[config.mk]
export PLATFORM = sky130hd
export DESIGN_NAME = ysyx_23060201_ifu
export DESIGN_NICKNAME = d
export VERILOG_FILES = /design/src/rtl/ysyx_23060201_ifu_pkg.sv /design/src/rtl/ysyx_23060201_ifu.sv
export SDC_FILE = /design/constraint.sdc
export NUM_CORES = 1
export LEC_CHECK = 0
export CAP_MARGIN = 15
export CORE_MARGIN = 2
export CORE_UTILIZATION = 45
export CTS_CLUSTER_DIAMETER = 120
export DETAILED_ROUTE_END_ITERATION = 16
export PLACE_DENSITY = 0.84
export SETUP_SLACK_MARGIN = 0.5
export SLEW_MARGIN = 0
export SYNTH_ARGS = -nofsm -noshare
export SYNTH_HDL_FRONTEND = slang
export SYNTH_SLANG_ARGS = --single-unit
[constraint.sdc]
create_clock -name clk -period 3.78 [get_ports clk]
set_input_delay 0.756 -clock clk [delete_from_list [all_inputs] [get_ports clk]]
set_output_delay 0.756 -clock clk [all_outputs]
set_load 0.01 [all_outputs]
[src/rtl/ysyx_23060201_ifu_pkg.sv]
// Shared types and constants for the instruction fetch stage.
// FSM encodings and the default reset PC live here.
package ysyx_23060201_ifu_pkg;

  localparam logic [31:0] IFU_RESET_PC = 32'h8000_0000;

  typedef enum logic [2:0] {
    S_IDLE = 3'd0,
    S_REQ  = 3'd1,
    S_WAIT = 3'd2,
    S_HOLD = 3'd3,
    S_ERR  = 3'd4
  } ifu_state_t;

endpackage

[src/rtl/ysyx_23060201_ifu.sv]
// Instruction fetch stage: one outstanding fetch, holds the word
// until downstream accepts, then advances or redirects the PC.
module ysyx_23060201_ifu
  import ysyx_23060201_ifu_pkg::*;
#(
  parameter int MEM_ADDR_WIDTH = 32,
  parameter int DATA_WIDTH = 32,
  parameter logic [MEM_ADDR_WIDTH-1:0] RESET_PC =
    MEM_ADDR_WIDTH'(IFU_RESET_PC),
  parameter int TIMEOUT_CYCLES = 256
) (
  input  logic                      clk,
  input  logic                      rst_n,
  output logic                      imem_req_valid,
  input  logic                      imem_req_ready,
  output logic [MEM_ADDR_WIDTH-1:0] imem_addr,
  input  logic                      imem_rsp_valid,
  input  logic [DATA_WIDTH-1:0]     imem_rsp_data,
  input  logic                      imem_rsp_err,
  output logic                      inst_valid,
  input  logic                      inst_ready,
  output logic [DATA_WIDTH-1:0]     inst,
  output logic [MEM_ADDR_WIDTH-1:0] pc,
  input  logic                      jump_en,
  input  logic [MEM_ADDR_WIDTH-1:0] dnpc,
  output logic                      fetch_err,
  output logic [31:0]               fetch_cnt
);

  ifu_state_t state, state_nx;

  logic [MEM_ADDR_WIDTH-1:0] pc_nx;
  logic [MEM_ADDR_WIDTH-1:0] next_pc;
  logic [DATA_WIDTH-1:0]     inst_nx;
  logic [31:0]               cnt_nx;
  logic [31:0]               timer, timer_nx;
  logic                      timed_out;

  assign next_pc = jump_en ? dnpc : pc + MEM_ADDR_WIDTH'(4);

  // A zero timeout budget disables the watchdog entirely.
  assign timed_out = (TIMEOUT_CYCLES != 0) &&
                     (timer == 32'(TIMEOUT_CYCLES - 1));

  assign imem_req_valid = (state == S_REQ);
  assign imem_addr      = pc;
  assign inst_valid     = (state == S_HOLD);
  assign fetch_err      = (state == S_ERR);

  always_ff @(posedge clk or negedge rst_n) begin
    if (!rst_n) begin
      state     <= S_IDLE;
      pc        <= RESET_PC;
      inst      <= '0;
      fetch_cnt <= '0;
      timer     <= '0;
    end else begin
      state     <= state_nx;
      pc        <= pc_nx;
      inst      <= inst_nx;
      fetch_cnt <= cnt_nx;
      timer     <= timer_nx;
    end
  end

  always_comb begin
    state_nx = state;
    pc_nx    = pc;
    inst_nx  = inst;
    cnt_nx   = fetch_cnt;
    timer_nx = timer;
    unique case (state)
      S_IDLE: state_nx = S_REQ;
      S_REQ: begin
        if (imem_req_ready) begin
          state_nx = S_WAIT;
          timer_nx = '0;
        end
      end
      S_WAIT: begin
        timer_nx = timer + 32'd1;
        if (imem_rsp_valid) begin
          if (imem_rsp_err) begin
            state_nx = S_ERR;
          end else begin
            inst_nx  = imem_rsp_data;
            state_nx = S_HOLD;
          end
        end else if (timed_out) begin
          state_nx = S_ERR;
        end
      end
      S_HOLD: begin
        if (inst_ready) begin
          pc_nx    = next_pc;
          cnt_nx   = fetch_cnt + 32'd1;
          // Misaligned targets are still committed to pc for debug.
          state_nx = (next_pc[1:0] != 2'b00) ? S_ERR : S_REQ;
        end
      end
      S_ERR: state_nx = S_ERR;
      default: state_nx = S_IDLE;
    endcase
  end

endmodule
Word-level counts from Yosys, hierarchy flattened. Cells that the tools add are included.

Input bits: 71. Logic and storage cells: 34. Output and inout port bits: 131. Register bits: 131.

Add/sub/neg operators: 3. Bitwise gates (word level): 1. Equality and inequality tests: 8. Reduce and logical (&&, ||, !) cells: 7. Muxes and demuxes: 10.

Operators with widths (number): $add 32x1->32 const B (2); $mux 32 (2); $pmux 32 s2 (1); $add 32x3->32 const B (1); $eq 32x8->1 const B (1); $mux 3 (6); $pmux 3 s5 (1); $eq 3x2->1 const B (2); $reduce_and 3->1 (2); $ne 2x1->1 const B (2); $reduce_and 2->1 (2); $reduce_bool 2->1 (2); $eq 3x1->1 const B (1); $eq 3x3->1 const B (1); $logic_not 3->1 (1); $ne 3x3->1 const B (1); $not 1->1 (1).

Logic depth before layout (Yosys ltp).
Depth in word-level cells: 6. Gate-level depth with buffers: 8. Mapped depth without buffers: 6.

Worst setup path after synthesis. No wires, ideal clock.

Path kind: input -> register. Start point: input inst_ready. End point: register fetch_cnt[26]. Library setup time: 0.126 ns. Stages: 6. Slack: 1.661 ns. Required time: 3.654 ns. Buffers on the path: 1. Data arrival time: 1.993 ns. Cell sequence: nand4b_1 > nor4_2 > and4_1 > clkbuf_1 > nand3_1 > xnor2_1.

Cells in the longest elaborated chain, start to end: 1.

Ends and longest elaborated chain: start: declaration (line ysyx_23060201_ifu.sv:21) `input logic inst_ready,`; $reduce_and 2->1 (no line); end signal: assignment (line ysyx_23060201_ifu.sv:61) `fetch_cnt <= cnt_nx;`; end: declaration (line ysyx_23060201_ifu.sv:27) `output logic [31:0] fetch_cnt`.

No other way between the ends. A chain may end at the register's enable or synchronous reset.

Worst setup path in the final report.
Start point: register state[0]. End point: output imem_req_valid.

Cells in the longest elaborated chain, start to end: 1.

Ends and longest elaborated chain: start: declaration (line ysyx_23060201_ifu.sv:30) `ifu_state_t state, state_nx;`; start signal: assignment (line ysyx_23060201_ifu.sv:58) `state <= state_nx;`; $eq 3x1->1 (line ysyx_23060201_ifu.sv:45) `assign imem_req_valid = (state == S_REQ);`; end: declaration (line ysyx_23060201_ifu.sv:14) `output logic imem_req_valid,`.

No other way between the ends.

==> results.toml <==
[timing]
finClkSkew_ns = 0.00852
report.final.slew_viol_count = 0
finalSetupViolCount = 0
rsz0062_at_grt = "false"
fmax_ghz = 0.345
final.period_utilization = 0.768
layout_setup_ws_ns = 0.878
max_slew.worst_pin.slew_ns = 0.999
hold_violations = 0
slew_headroom = 0.332
fin_crit_ns = 2.90
setup_tns_ns = 0
holdWs_ns = 0.377

[yosys]
synth-edff-count = 0
synthTopCellsByArea = "dfrtp_1 49%, mux2_2 5.6%, nand3_1 3.8%, xnor2_1 3.7%, buf_4 3.6%"
synth_area_sq_mm = 0.00666
synth_seq_cells = 131
post_synth.cell_area_avg_sq_um = 10.2
netlist_instances = 652
ys_async_sr_fraction = 1.00
synth_cell_type_count = 50
synth_ff_type = "dfrtp_1"
synth_top_area_frac = 0.489
syn_nets = 726
ys_warn_count = 0
synth_top_area_cell = "dfrtp_1"
yosysSeqAreaShare = 0.493

[routing]
drt-vias-per-instance = 5.66
drtIter0Drc = 451
wl_met2_mm = 8.53
drt-met1-wl_mm = 7.35
drc_errors = 0
num_vias = 5754
totalWireLength_mm = 17.4
wl_per_cell_um = 17.2
dr.pass1.iters = 5
ant_nets = 0
dr_wl_met3_mm = 1.11
top_layer = "met4"

[placement]
dp.cells = 984
place_ws_ns = 0.808
place_congestion = 0.853
dp_hpwl_mm = 12.3
port-buffer-count = 201

[min_path]
min_path_type = "in2async"

[critical_path]
worst_path_largest_cell_delay_ns = 0.66
worstPathRequired_ns = 3.02
crit_type = "reg2out"
worst-path-max-fanout = 11
worstPathCellList = "nor3b_1 > clkdlybuf4s50_1"
endpoint_kind = "output pin"
arrival_ns = 2.15
start_kind = "register"
critical_path.slowest_cell = "clkdlybuf4s50_1"

[die]
die_area_sq_mm = 0.0158
core_area_sq_mm = 0.0145
rows = 44
ios = 202
chipHeight_um = 126
die_w_um = 126
initial_core_util = 0.460

[cts]
cts_max_path_buffers = 2
cts_setup_buffers = 0
cts.clk_slew.worst_paths_ns = 0.06
cts-root-buf = "clkbuf_16"
cts.sinks = 131
cts_tree = "built"
cts_resized = 0
insertion_delay_ns = 0.42
cts_made_buffers = 17
cts.htree.levels = 4
cts_hold_buf = 0

[layout]
num-nets-final = 893
syn_to_final_growth_pct = 38.3
final_cell_mix = "200 x clkdlybuf4s50_1, 130 x dfrtp_1, 63 x nand2_1"
layout-drive-gt1-share = 0.111
n_antenna_cell = 0
stdcell_count = 1016
layout_commonest_cell = "clkdlybuf4s50_1"
fill_cells = 1126

[grt]
overflow = 0
antenna_found_initial = 0
grt_pass1_vias = 5615
grt_usage = 0.224
grt_pass1_wl_mm = 28.7
grt_max_degree = 55

[power]
leakage_nw = 3.80
max-vdd-ir-drop_mv = 0.555
power.density_mw_per_mm2 = 620

[status]
status = "completed"

[flow_run]
max-cap-violations = 0
## registers in the layout, indices dropped and copies added (netlist names)
register	count
fetch_cnt	32
imem_addr	32
inst	32
state	3
timer	32
## power by group
group / switching [mW] / total (mW) / internal [mW]
registers: 0.394 / 2.13 / 1.73
logic: 0.809 / 1.94 / 1.13
clock network: 0.620 / 1.64 / 1.02
## routing by layer
metal / vias to the layer above / track usage
met1: 2780 / 0.297
li1: 2737 / -
met2: 203 / 0.355
met5: - / 0
met3: 34 / 0.0573
met4: 0 / 0.0856
## path summary, 6_finish.rpt
kind | startpoint | end | slack (ns) | cells past startpoint
worst max-delay path | state[0] | imem_req_valid | 0.88 | 2
worst min-delay path | rst_n | imem_addr[8] | 0.38 | 1
worst max register to register | state[1] | timer[20] | 1.18 | 5
worst min register to register | fetch_cnt[14] | fetch_cnt[14] | 0.49 | 1
max in group asynchronous | rst_n | timer[15] | 2.61 | 2
min in group clk | fetch_cnt[14] | fetch_cnt[14] | 0.49 | 1
## cell usage after synthesis, types with 2 or more instances
cell	instances
nor4_1	13
o22ai_1	23
mux2_2	33
buf_2	4
nand2_1	63
nand2b_4	2
a211oi_1	4
a21oi_1	21
mux2i_1	15
xor2_1	4
nor2b_1	3
buf_4	32
nor4_2	5
and3_1	18
o21ai_0	23
and2_1	4
and4_1	9
dfrtp_1	130
ha_1	3
o31ai_2	4
a31oi_1	2
a311oi_1	4
nand3_1	51
xnor2_1	28
inv_1	13
o211ai_1	9
buf_1	6
nor2_1	30
nor3b_1	2
o211ai_2	4
nor3_1	15
o31ai_1	9
a41o_1	3
nand4_1	29
or4_1	2
clkbuf_1	17
a21o_1	2
## cell families (layout without fill, tap and decap cells)
| kind of cell | count (synthesis) | in the layout | share of synthesized area |
|---|---|---|---|
| compound gates | 115 | 115 | 0.120 |
| xor+xnor | 32 | 32 | 0.0421 |
| fa+ha+maj | 3 | 3 | 0.00564 |
| buf+inv | 73 | 253 | 0.0611 |
| flops | 131 | 131 | 0.493 |
| mux | 48 | 48 | 0.0784 |
| simple gates | 250 | 250 | 0.200 |
## per-stage QoR
step / cell area [sq um] / total power, mW / util
CTS: 9200 / 5.74 / 0.635
detailed placement: 8600 / 4.08 / 0.594
global route: 9200 / 6.00 / 0.635
finish: 9200 / 5.70 / 0.635
global placement: 8600 / 4.02 / 0.594
floorplan: 6660 / 3.06 / -
## layout make-up
cell class | instances | area [sq um] | share of cell area
inverter | 13 | 48.8 | 0.00530
clock buffer | 20 | 467 | 0.0507
sequential | 131 | 3280 | 0.356
multi-input combinational | 448 | 2970 | 0.323
timing repair buffer | 208 | 2070 | 0.225
tap | 184 | 230 | 0.0250
clock inverter | 12 | 131 | 0.0143
## worst max-delay path: cells and delay by family (launching register included)
family	cells	cell delay (ns)
AND/OR/NAND/NOR	1	0.56
buffers and inverters	1	0.66
flip-flops	1	0.51
Note: power is estimated with default switching activity, not from simulation.
